<file path="src/rtl/pop_arbiter_nvc.sv">
// Pop arbiter for NUM_VC virtual-channel FIFOs: strict priority or weighted round-robin.
// Optional per-VC saturating pop counters when POP_ARB_STATS_EN is defined.
module pop_arbiter_nvc #(
  parameter int NUM_VC   = 4,
  parameter int NUM_DEST = 2,
  parameter int WEIGHT_W = 4,
  parameter int SEL_W    = $clog2(NUM_VC)
) (
  input  logic                       clk,
  input  logic                       reset,
  input  logic [NUM_VC-1:0]          vc_empty,
  input  logic [NUM_DEST-1:0]        dest_full,
  input  logic                       mode_wrr,
  input  logic [NUM_VC*WEIGHT_W-1:0] weights,
`ifdef POP_ARB_STATS_EN
  input  logic                       clr_stats,
  output logic [NUM_VC*16-1:0]       pop_count,
`endif
  output logic [NUM_VC-1:0]          vc_rd,
  output logic [SEL_W-1:0]           sel_q,
  output logic                       valid_q,
  output logic                       stall
);

  logic [SEL_W-1:0]    ptr;
  logic [WEIGHT_W-1:0] credit;

  logic                grant;
  logic [SEL_W-1:0]    g;
  logic                eligible;
  logic                any_ready;
  logic                found;
  logic [SEL_W-1:0]    srch;
  logic [SEL_W-1:0]    lo;
  logic [WEIGHT_W-1:0] wload;
  int                  p;

  always_comb begin
    stall     = |dest_full;
    any_ready = ~&vc_empty;
    eligible  = !vc_empty[ptr] && (credit != '0);
    found     = 1'b0;
    srch      = ptr;
    lo        = '0;
    p         = 0;
    // ptr itself is searched last (i == NUM_VC wraps back to it)
    for (int i = 1; i <= NUM_VC; i++) begin
      p = int'(ptr) + i;
      if (p >= NUM_VC) p = p - NUM_VC;
      if (!found && !vc_empty[p]) begin
        found = 1'b1;
        srch  = SEL_W'(p);
      end
    end
    for (int i = NUM_VC - 1; i >= 0; i--) begin
      if (!vc_empty[i]) lo = SEL_W'(i);
    end
    wload = weights[int'(srch)*WEIGHT_W +: WEIGHT_W];
    if (wload == '0) wload = WEIGHT_W'(1);
    grant = 1'b0;
    g     = '0;
    if (reset || stall || !any_ready) begin
      grant = 1'b0;
    end else if (!mode_wrr) begin
      grant = 1'b1;
      g     = lo;
    end else if (eligible) begin
      grant = 1'b1;
      g     = ptr;
    end else begin
      grant = 1'b1;
      g     = srch;
    end
    vc_rd = grant ? (NUM_VC'(1) << g) : '0;
  end

  always_ff @(posedge clk or posedge reset) begin
    if (reset) begin
      ptr     <= '0;
      credit  <= '0;
      sel_q   <= '0;
      valid_q <= 1'b0;
    end else begin
      valid_q <= grant;
      if (grant) begin
        sel_q <= g;
        if (!mode_wrr) begin
          credit <= '0;
        end else if (eligible) begin
          credit <= credit - WEIGHT_W'(1);
        end else begin
          ptr    <= srch;
          credit <= wload - WEIGHT_W'(1);
        end
      end
    end
  end

`ifdef POP_ARB_STATS_EN
  logic [15:0] cnt [NUM_VC];

  for (genvar i = 0; i < NUM_VC; i++) begin : g_stats
    always_ff @(posedge clk or posedge reset) begin
      if (reset) begin
        cnt[i] <= '0;
      end else if (clr_stats) begin
        cnt[i] <= '0;
      end else if (vc_rd[i] && cnt[i] != 16'hFFFF) begin
        cnt[i] <= cnt[i] + 16'd1;
      end
    end
    assign pop_count[i*16 +: 16] = cnt[i];
  end
`endif

endmodule

</file>
<file path="config.mk">
export PLATFORM = sky130hd
export DESIGN_NAME = pop_arbiter_nvc
export DESIGN_NICKNAME = d
export VERILOG_FILES = /design/src/rtl/pop_arbiter_nvc.sv
export SDC_FILE = /design/constraint.sdc
export NUM_CORES = 1
export LEC_CHECK = 0
export ABC_AREA = 0
export CORE_MARGIN = 5
export CORE_UTILIZATION = 45
export CTS_BUF_LIST = sky130_fd_sc_hd__clkbuf_8
export CTS_CLUSTER_SIZE = 28
export DETAILED_ROUTE_END_ITERATION = 8
export GPL_TIMING_DRIVEN = 1
export PLACE_DENSITY = 0.81
export SYNTH_ARGS = -nofsm -noshare
export SYNTH_HDL_FRONTEND = slang
export SYNTH_SLANG_ARGS = --single-unit
</file>
<file path="constraint.sdc">
create_clock -name clk -period 6.7 [get_ports clk]
set_input_delay 1.005 -clock clk [delete_from_list [all_inputs] [get_ports clk]]
set_output_delay 1.005 -clock clk [all_outputs]
set_load 0.1 [all_outputs]
</file>
==> metrics <==
nets=between 150 and 200; Fin. Hold Viols=0; DRT antenna net count=0; maximum VDD drop=0.159 mV; worst-margin pin slew=~990 ps; kind of critical path=in -> out; final slew viol count=0; Wirelength per Cell=14.2 microns; Synth Instances=a little over 100; Post-synth EDFFs=0; max frequency=roughly 0.18 GHz; GRT Util Overall=0.175; FP Rows=16; slowest CP cell=clkdlybuf4s50_1; PD cells=approximately 360 nW/um^2; Synth Cell Area=between 800 and 900 sq um; crit path from=vc_empty[1]; antenna cells=0; Worst Skew=5.46 ps; final setup violating endpoints=0; vias in the first global route=854; clock latency at the later pin of the worst-skew pair=230 ps; RSZ-0062 raised after global routing=false; HPWL after DPL=between 1.5 and 2 mm; slew margin rel.=0.339; Core Region=between 1500 and 2000 sq um; 1st-iter DRT viols=12; largest net degree at the start of global routing=11; routed vias=around 900; Cell Chain, Critical Path=clkdlybuf4s50_1, mux4_1, or2_2, nand2b_1, o211ai_1, a21oi_1, nor2b_1, clkdlybuf4s50_1; CTS HTree Levels=1; die height=between 50 and 60 microns; Mean Syn Cell Area=around 8.7 sq um; Synth Net Count=roughly 130; top_reg_cell synth=dfrtp_1; # clock sinks=9; first-pass GRT wire length=3.76 mm; Area contributors post-synth=dfrtp_1 25%, mux4_1 5.9%, mux2i_1 4.5%; worst path required time=between 5000 and 6000 ps; Port Buffers=32; die width=approximately 54 microns; clk buf depth=2; CP Capture Type=output pin; setup TNS=0 ps; Reg clk slew, reported paths=40 ps; post-synth cell types=45; Leak=0.537 nW; area of the multi-input gates=about 610 sq um; Yosys top cell area share=0.253; Setup Buffers After CTS=0; initial antenna violation count=0; gpl congestion=0.789; Hold Buf Count CTS=0; Vias per Instance=5.68; Max Cap Viol=0; period utilization=0.827; post-synthesis sequential area ratio=0.253; status=complete, no violations; Startpoint Class=input pin; TritonCTS buffer count=3; Warnings, synthesis=0; Arr. time, crit path=between 4000 and 5000 ps; CTS resizes=0; CTS tree=yes; Final Hold Slack=473 ps; crit path max fanout=9; Starting Density=0.463; CP most frequent cell=clkdlybuf4s50_1; I/O Pins=33; Clock Root Buffer=clkbuf_8; P&R area growth vs syn=41.2%; Async SR Flop Fraction=1.00; RR Startpoint=ptr[0]; FF+latch count, synth=9; CP peak stage delay=between 1000 and 1500 ps; commonest non-fill, non-tap cell in the layout=clkdlybuf4s50_1; area leader, netlist=dfrtp_1; Die ar.=about 3000 sq um; WL final=2.28 mm; Hold Startpoint=sel_q[0]; # fillers=roughly 170; most frequent cells in the layout=31 x clkdlybuf4s50_1, 9 x nand2_1, 9 x dfrtp_1; drt pass-1 iters=4; Final min period=around 5500 ps; drt drc=0; sequential cell area=roughly 230 sq um; Congestion Overflow GR=0; layout cells sized above 1=0.119; Worst Hold Class=reg -> reg
## path summary, 6_finish.rpt
kind | end | slack [ps] | cells past startpoint
worst max-delay path | vc_rd[2] | 1160 | 8
worst min-delay path | sel_q[0] | 470 | 1
worst max register to register | credit[3] | 4000 | 7
worst min register to register | sel_q[0] | 470 | 1
max in group asynchronous | valid_q | 5350 | 2
min in group asynchronous | ptr[0] | 1090 | 2
## power breakdown
| part | total (mW) | internal (mW) | switching [mW] |
|---|---|---|---|
| Sequential | 0.101 | 0.0750 | 0.0257 |
| Combinational | 0.293 | 0.121 | 0.171 |
| Clock | 0.0616 | 0.0399 | 0.0217 |
| Total | 0.455 | 0.236 | 0.219 |
## area by class of cell
class,count,share of cell area
Multi-Input combinational cell,84,0.487
Timing Repair Buffer,33,0.259
Sequential cell,9,0.179
Clock buffer,3,0.0329
Tap cell,27,0.0269
Inverter,4,0.0120
Clock inverter,1,0.00299
## metal layers
metal / GRT usage / vias to the layer above / wire length [microns]
li1: - / 457 / -
met1: 0.214 / 435 / 1000
met2: 0.287 / 17 / 1170
met3: 0.0245 / 6 / 59
met4: 0.112 / 0 / 54
met5: 0 / - / 0
## per-stage QoR
step / setup WS (ps) / total power [mW] / util / area (sq um) / instances
floorplan: 1110 / 0.337 / - / 890 / 102
global placement: 1230 / 0.384 / 0.630 / 1210 / 157
detailed placement: 1200 / 0.393 / 0.630 / 1210 / 157
CTS: 1190 / 0.455 / 0.654 / 1260 / 161
global route: 980 / 0.486 / 0.654 / 1260 / 161
finish: 1160 / 0.455 / 0.654 / 1260 / 161
## kinds of logic after synthesis
group	share of synthesized area
and+or+nand+nor	0.290
AOI/OAI and AO/OA	0.243
muxes	0.155
DFF	0.253
buffers and inverters	0.0591
## synthesized netlist by cell type, types with 2 or more instances
| master | instances |
|---|---|
| o31ai_1 | 2 |
| o21ai_0 | 2 |
| nand2b_1 | 4 |
| a21o_1 | 3 |
| nand4_1 | 3 |
| mux2i_1 | 4 |
| dfrtp_1 | 9 |
| nor4_1 | 3 |
| buf_6 | 2 |
| nor3_1 | 5 |
| a31oi_1 | 2 |
| o211ai_1 | 2 |
| mux2_2 | 2 |
| inv_1 | 4 |
| or3_1 | 2 |
| nand3_1 | 2 |
| nand2_1 | 9 |
| or2_2 | 3 |
| mux4_1 | 2 |
| clkbuf_1 | 2 |
| a21oi_1 | 4 |
| nor2_1 | 7 |
| nor2b_1 | 2 |
## sequential cells by signal, summed over array words and instances (netlist names)
name / cells
sel_q: 2
ptr: 2
valid_q: 1
credit: 4
## worst max-delay path: cells and delay by family
family / cells / cell delay (ps)
compound gates: 2 / 400
simple gates: 3 / 740
buf+inv: 2 / 1730
mux: 1 / 660
No activity file was read; power rests on OpenSTA's default activity.
==> edit 1: new RTL, same settings <==
The parameter `NUM_VC` goes from 4 to 8.
--- a/src/rtl/pop_arbiter_nvc.sv
+++ b/src/rtl/pop_arbiter_nvc.sv
@@ -2,5 +2,5 @@
 // Optional per-VC saturating pop counters when POP_ARB_STATS_EN is defined.
 module pop_arbiter_nvc #(
-  parameter int NUM_VC   = 4,
+  parameter int NUM_VC   = 8,
   parameter int NUM_DEST = 2,
   parameter int WEIGHT_W = 4,
Ports: changed (resized sel_q, vc_empty, vc_rd and weights); port bits go from 33 to 58. No check against the original RTL was run, so the function may have changed too.
==> edit 1 against the unedited design <==
Sequential cell count is 2 higher. Count of clock-buffer cells in the layout stayed put. Synthesized area is 140% higher. Die area is 110% higher. Wire length grew to 2.6 times the old value. Worst setup slack worse by 0.25 ns. Cell area is 120% higher. Sequential share of layout area is 8.1 points lower. Critical endpoint unchanged.
Power is left out: the tool's default activity adds up to more than one toggle a clock period on the data nets, which glitch-free logic cannot reach.
==> edit 1: results (changes against the unedited design) <==
Timing:
- The tightest slew margin relative to the limit is 34.9% (+0.98 points).
- The final count of negative-setup-slack endpoints is 0 (unchanged).
- The achievable frequency is 0.173 GHz (-4.2%).
- The post-route clock skew is 0.00137 ns (-0.00409 ns).

Worst hold path:
- The hold path startpoint is sel_q[1]$_DFFE_PP0P_.
- In this run the worst hold path is classified as reg2reg.

Setup path:
- The startpoint of the most critical setup path is vc_empty[4].
- The worst reg-to-reg setup slack is 1.88 ns (-2.12 ns).
- The worst endpoint data arrival time was 4.78 ns (+0.25 ns).
- The longest individual stage delay on the worst path was 0.67 ns (-0.48 ns).
- The worst reg-to-reg path cell count is 15 (+8).
- The top fanout value on the critical path was 11 (+2).
- The gate family responsible for the most delay along the worst path is simple AND/OR/NAND/NOR gates.
- The capture point of the worst reg-to-reg path is credit[1]$_DFFE_PP0P_.

Yosys:
- The most instantiated flip-flop cell in the synthesis netlist is sky130_fd_sc_hd__dfrtp_1.
- The multiplexer area fraction after synthesis is 29.1% (+14 points).
- The synthesized netlist cell count is 271 (+170%).
- The part of the Yosys area used for sequential elements was 12.8% (-13 points).
- The synthesized net count is 318 (+150%).
- The count of different cell masters after synthesis came to 62 (+38%).
- The fraction of synthesized cell area in xor and xnor cells is 2.73% (+2.7 points).
- In the post-synthesis netlist, the biggest area contributors are sky130_fd_sc_hd__mux2i_1, sky130_fd_sc_hd__dfrtp_1, sky130_fd_sc_hd__mux4_2.
- The complex-gate fraction of the synthesized area was 21.6% (-2.8 points).
- The adder-cell share of the synthesized area is 1.16% (+1.2 points).
- The share of async-settable or async-resettable flops after synthesis came to 100% (unchanged).
- In the synthesized netlist, the cells that appear most often are sky130_fd_sc_hd__nand2_1, sky130_fd_sc_hd__mux2i_1, sky130_fd_sc_hd__nor2_1.

Placed design:
- The final estimated routing congestion in global placement came to 0.888 (+13%).
- The post-place setup slack is 0.927 ns (-0.270 ns).
- The port buffer count is 57 (+78%).
- The post-DP HPWL is 4670 um (+150%).

Clock network:
- The number of buffers added by the clock tree synthesis step is 3 (unchanged).
- After clock tree synthesis, the clock-pin slew on the worst setup and hold paths is 0.05 ns.
- The master cell of the clock root buffer is sky130_fd_sc_hd__clkbuf_8.
- The buffers inserted during post-CTS setup optimization was 0 (unchanged).

Layout:
- The largest registers in the layout are credit x4, ptr x3, sel_q x3.
- The layout cell share with drive strength beyond 1 is 16.0% (+4.1 points).
- The number of inserted diodes is 0 (unchanged).
- The number of nets in the layout is 366 (+130%).

Global route:
- The total routing usage reported by global routing was 18.4% (+0.85 points).
- The wire length of the first global-routing pass is 9700 um (+160%).
- The maximum number of pins on one net before global-route repair came to 24 (+13).
- The via count of the first global-routing pass is 2071 (+140%).

Detailed routing:
- The overall routed net length was 5940 um (+160%).
- The number of vias per cell after detailed routing is 6.03 (+6.0%).
- The DRC violation total after the first TritonRoute iteration came to 112 (+100).
- The total via count in the routed design is 2242 (+150%).
- The iteration count of the initial detailed-routing pass is 4 (unchanged).

Outcome:
- The run finished with clean final reports.
[edit 1: final cells by class]
class | count | area (um^2)
clock buffers | 3 | 41.3
clock inverters | 1 | 3.75
multi-input cells | 231 | 1730
inverters | 9 | 33.8
repair buffers | 63 | 646
well taps | 54 | 67.6
fillers | 424 | 1900
flip-flops and latches | 11 | 275
[edit 1: per-layer routing]
metal / global-route usage, % / up-vias / wire [um]
li1: - / 1111 / -
met1: 26.0 / 1039 / 2630
met2: 30.9 / 86 / 2880
met3: 2.15 / 6 / 389
met4: 2.06 / 0 / 44
met5: 0 / - / 0
[edit 1: how the worst min path moves through the flow]
stage                                 end  slack, ns  depth (start not counted)
detailed placement   sel_q[2]$_DFFE_PP0P_       0.48                          2
global route         sel_q[2]$_DFFE_PP0P_       0.50                          2
finish               sel_q[1]$_DFFE_PP0P_       0.48                          2
global placement     sel_q[2]$_DFFE_PP0P_       0.46                          2
floorplan           credit[3]$_DFFE_PP0P_       0.47                          2
CTS                  sel_q[1]$_DFFE_PP0P_       0.49                          2
[edit 1: worst reg2reg max path, stage by stage, from the launching register on]
cell                       delay (ns)
sky130_fd_sc_hd__dfrtp_1         0.70
sky130_fd_sc_hd__inv_1           0.14
sky130_fd_sc_hd__ha_1            0.59
sky130_fd_sc_hd__mux4_2          0.39
sky130_fd_sc_hd__mux2i_1         0.14
sky130_fd_sc_hd__or3_4           0.38
sky130_fd_sc_hd__or4_4           0.54
sky130_fd_sc_hd__nor2_2          0.19
sky130_fd_sc_hd__nand2_1         0.07
sky130_fd_sc_hd__nand3_1         0.08
sky130_fd_sc_hd__buf_4           0.20
sky130_fd_sc_hd__and3b_1         0.21
sky130_fd_sc_hd__o41ai_2         0.43
sky130_fd_sc_hd__nor3b_2         0.14
sky130_fd_sc_hd__or3_1           0.38
sky130_fd_sc_hd__o211ai_1        0.17
==> edit 2: new RTL, config.mk and constraints unchanged <==
Without the edit above. Register the input `mode_wrr` before use, cleared by the reset. The logic sees it one clock later. The other inputs are not delayed to match.
--- a/src/rtl/pop_arbiter_nvc.sv
+++ b/src/rtl/pop_arbiter_nvc.sv
@@ -22,4 +22,14 @@
   output logic                       stall
 );
+
+  logic mode_wrr_q;
+
+  always_ff @(posedge clk or posedge reset) begin
+    if (reset) begin
+      mode_wrr_q <= '0;
+    end else begin
+      mode_wrr_q <= mode_wrr;
+    end
+  end
 
   logic [SEL_W-1:0]    ptr;
@@ -62,5 +72,5 @@
     if (reset || stall || !any_ready) begin
       grant = 1'b0;
-    end else if (!mode_wrr) begin
+    end else if (!mode_wrr_q) begin
       grant = 1'b1;
       g     = lo;
@@ -85,5 +95,5 @@
       if (grant) begin
         sel_q <= g;
-        if (!mode_wrr) begin
+        if (!mode_wrr_q) begin
           credit <= '0;
         end else if (eligible) begin
Formal check against the unedited RTL: not equivalent (a bounded check fails within 4 cycles, from zero or initial values and one cycle with reset high).
==> edit 2 against the unedited design <==
Non-clock buffer count did not move. Combinational power rose by 33%. Synthesized area rose by 6.0%. Cell area rose by 5.6%. Fmax rose by 4.8%. Register-to-register slack improved by 0.19 ns. Wire length barely moved. Sequential cell count rose by 1. Critical path depth rose by 1. Total power rose by 25%. Worst setup slack improved by 0.25 ns. Utilization rose by 1.6 points. Synthesized cell count rose by 0.98%.
==> edit 2: results (changes against the unedited design) <==
Outcome:
- The run finished with clean final reports.

Global route:
- The via count of the first global-routing pass came to 916 (+7.3%).
- The total overflow reported by the global router is 0 (unchanged).
- The total routing usage reported by global routing was 15.8% (-1.7 points).
- The wire length of the first global-routing pass was 4060 um (+7.9%).
- The initial antenna violation count came to 0 (unchanged).
- The maximum number of pins on one net before global-route repair came to 13 (+2).

Timing:
- The post-route clock skew is 0.00259 ns (-0.00287 ns).
- The slew at the pin with the worst max-slew slack is 0.972 ns (-0.0153 ns).
- The final hold slack was 0.479 ns (+0.00645 ns).

Clock network:
- The number of buffers added by the clock tree synthesis step is 3 (unchanged).
- The H-tree level count is 1 (unchanged).
- The quantity of gates resized following cts came to 0 (unchanged).
- The buffers inserted during post-CTS setup optimization was 0 (unchanged).
- The maximum count of clock buffers along a single path is 2 (unchanged).
- The clock insertion delay at the later pin of the skew report is 0.23 ns (about the same).

Yosys:
- Ranked by instance count, the synthesized netlist is headed by sky130_fd_sc_hd__nor2_1, sky130_fd_sc_hd__dfrtp_1, sky130_fd_sc_hd__nand2_1.
- The most used flip-flop cell after synthesis is sky130_fd_sc_hd__dfrtp_1.
- The area of the mapped netlist is 943 um^2 (+6.0%).
- Sorting the synthesized cells by area gives the leading types as sky130_fd_sc_hd__dfrtp_1, sky130_fd_sc_hd__mux4_2, sky130_fd_sc_hd__mux2_2.
- The synthesized net count came to 128 (+0.79%).
- The count of synthesis-stage warnings from yosys came to 0 (unchanged).
- The count of different cell masters after synthesis is 44 (-2.2%).
- The share of async-settable or async-resettable flops after synthesis came to 100% (unchanged).
- The part of the Yosys area used for sequential elements is 26.5% (+1.2 points).

Power and ir drop:
- The switching power of the nets is 0.000282 W (+29%).
- The worst supply voltage drop on vdd is 298 uV (+87%).
- The static leakage is 0.539 nW (+0.33%).

Placed design:
- The port buffer count was 32 (unchanged).
- The placed standard-cell area was 1280 um^2 (+6.1%).
- The post-place setup slack is 1.42 ns (+0.226 ns).
- The final estimated routing congestion in global placement was 0.821 (+4.1%).
- The post-DP HPWL is 1870 um (-0.79%).

Detailed routing:
- The DRC violation total after the first TritonRoute iteration is 16 (+4).
- The number of vias per cell after detailed routing came to 5.63 (-0.90%).
- The routed length per instance is 14.0 um (-1.2%).
- The iteration count of the initial detailed-routing pass is 5 (+1).

Setup path:
- The worst endpoint data arrival time is 4.28 ns (-0.25 ns).
- The capture point of the worst reg-to-reg path is credit[3]$_DFFE_PP0P_.
- The worst reg-to-reg setup slack is 4.19 ns (+0.19 ns).
- The worst reg-to-reg path cell count was 8 (+1).

Worst hold path:
- The hold path startpoint is sel_q[1]$_DFFE_PP0P_.
- The cell depth of the worst hold path was 1 (unchanged).
- For hold timing, the worst endpoint is sel_q[1]$_DFFE_PP0P_.

Layout:
- The number of nets in the layout is 163 (+1.9%).
- The largest registers in the layout are credit x4, ptr x2, sel_q x2.
- The layout cell share with drive strength beyond 1 is 15.4% (+3.5 points).
- The number of inserted diodes is 0 (unchanged).
- The count of fill cells added during filler insertion was 161 (-6.9%).

Die:
- The effective utilization at floorplan was 47.6% (+1.3 points).
==> edit 2: cell types whose count changed in the layout (fill, tap and decap cells not counted), moves of 3 or more <==
cell / before / now
sky130_fd_sc_hd__nor2_1: 7 / 11
sky130_fd_sc_hd__nand4_1: 3 / 0
sky130_fd_sc_hd__nor4_1: 3 / 0
sky130_fd_sc_hd__nor3_1: 5 / 2
sky130_fd_sc_hd__mux2i_1: 4 / 1
sky130_fd_sc_hd__o21ai_1: 1 / 5
==> edit 2: cells by family (layout without fill, tap and decap cells) <==
logic type	count (synthesis)	after routing	share of synthesized area [%]
xor+xnor	1	1	0.929
buf+inv	10	43	4.91
mux	9	9	14.2
flops	10	10	26.5
compound gates	32	32	30.9
simple gates	41	41	22.5
==> edit 2: final cells by class <==
cell class / instances / share of cell area (%)
Timing Repair Buffer: 33 / 24.7
Clock buffer: 3 / 3.11
Tap cell: 27 / 2.55
Sequential cell: 10 / 18.9
Inverter: 7 / 1.98
Multi-Input combinational cell: 83 / 48.8
==> edit 2: through the flow <==
stage                     std cells  utilization, %
after floorplan                 103               -
after global placement          160            64.8
after detailed placement        160            64.8
after CTS                       163            66.9
after global routing            163            66.9
final                           163            66.9
==> edit 2: worst max path at each step <==
stage / slack (ns) / cells past startpoint / from / end
global route: 1.12 / 9 / vc_empty[1] / vc_rd[1]
detailed placement: 1.42 / 9 / vc_empty[1] / vc_rd[1]
CTS: 1.42 / 9 / vc_empty[1] / vc_rd[1]
finish: 1.41 / 9 / vc_empty[0] / vc_rd[1]
floorplan: 1.55 / 6 / dest_full[1] / vc_rd[0]
global placement: 1.60 / 9 / vc_empty[1] / vc_rd[1]
==> edit 2: power by group through the flow <==
stage | clock [W] | sequential (W) | combinational (W)
CTS | 0.0000605 | 0.000117 | 0.000392
floorplan | 0 | 0.000135 | 0.000302
detailed placement | 0 | 0.000117 | 0.000392
global placement | 0 | 0.000117 | 0.000383
finish | 0.0000606 | 0.000118 | 0.000390
global route | 0.0000629 | 0.000121 | 0.000428
==> edit 2: layer usage <==
layer	share of wire, %	track usage (%)	wire length (um)	vias up
met2	52	29.7	1180	45
met1	40	18.3	917	426
met5	0	0	0	-
met3	8.3	3.25	189	0
li1	-	-	-	447
met4	0	3.13	0	0
==> edit 2: critical path, cell delays in order <==
cell,delay (ns)
sky130_fd_sc_hd__clkdlybuf4s50_1,0.49
sky130_fd_sc_hd__mux2_2,0.30
sky130_fd_sc_hd__o21ai_1,0.32
sky130_fd_sc_hd__nand2_1,0.29
sky130_fd_sc_hd__nand2b_1,0.14
sky130_fd_sc_hd__o211ai_1,0.09
sky130_fd_sc_hd__a21oi_1,0.29
sky130_fd_sc_hd__nor2b_1,0.19
sky130_fd_sc_hd__clkdlybuf4s50_1,1.15
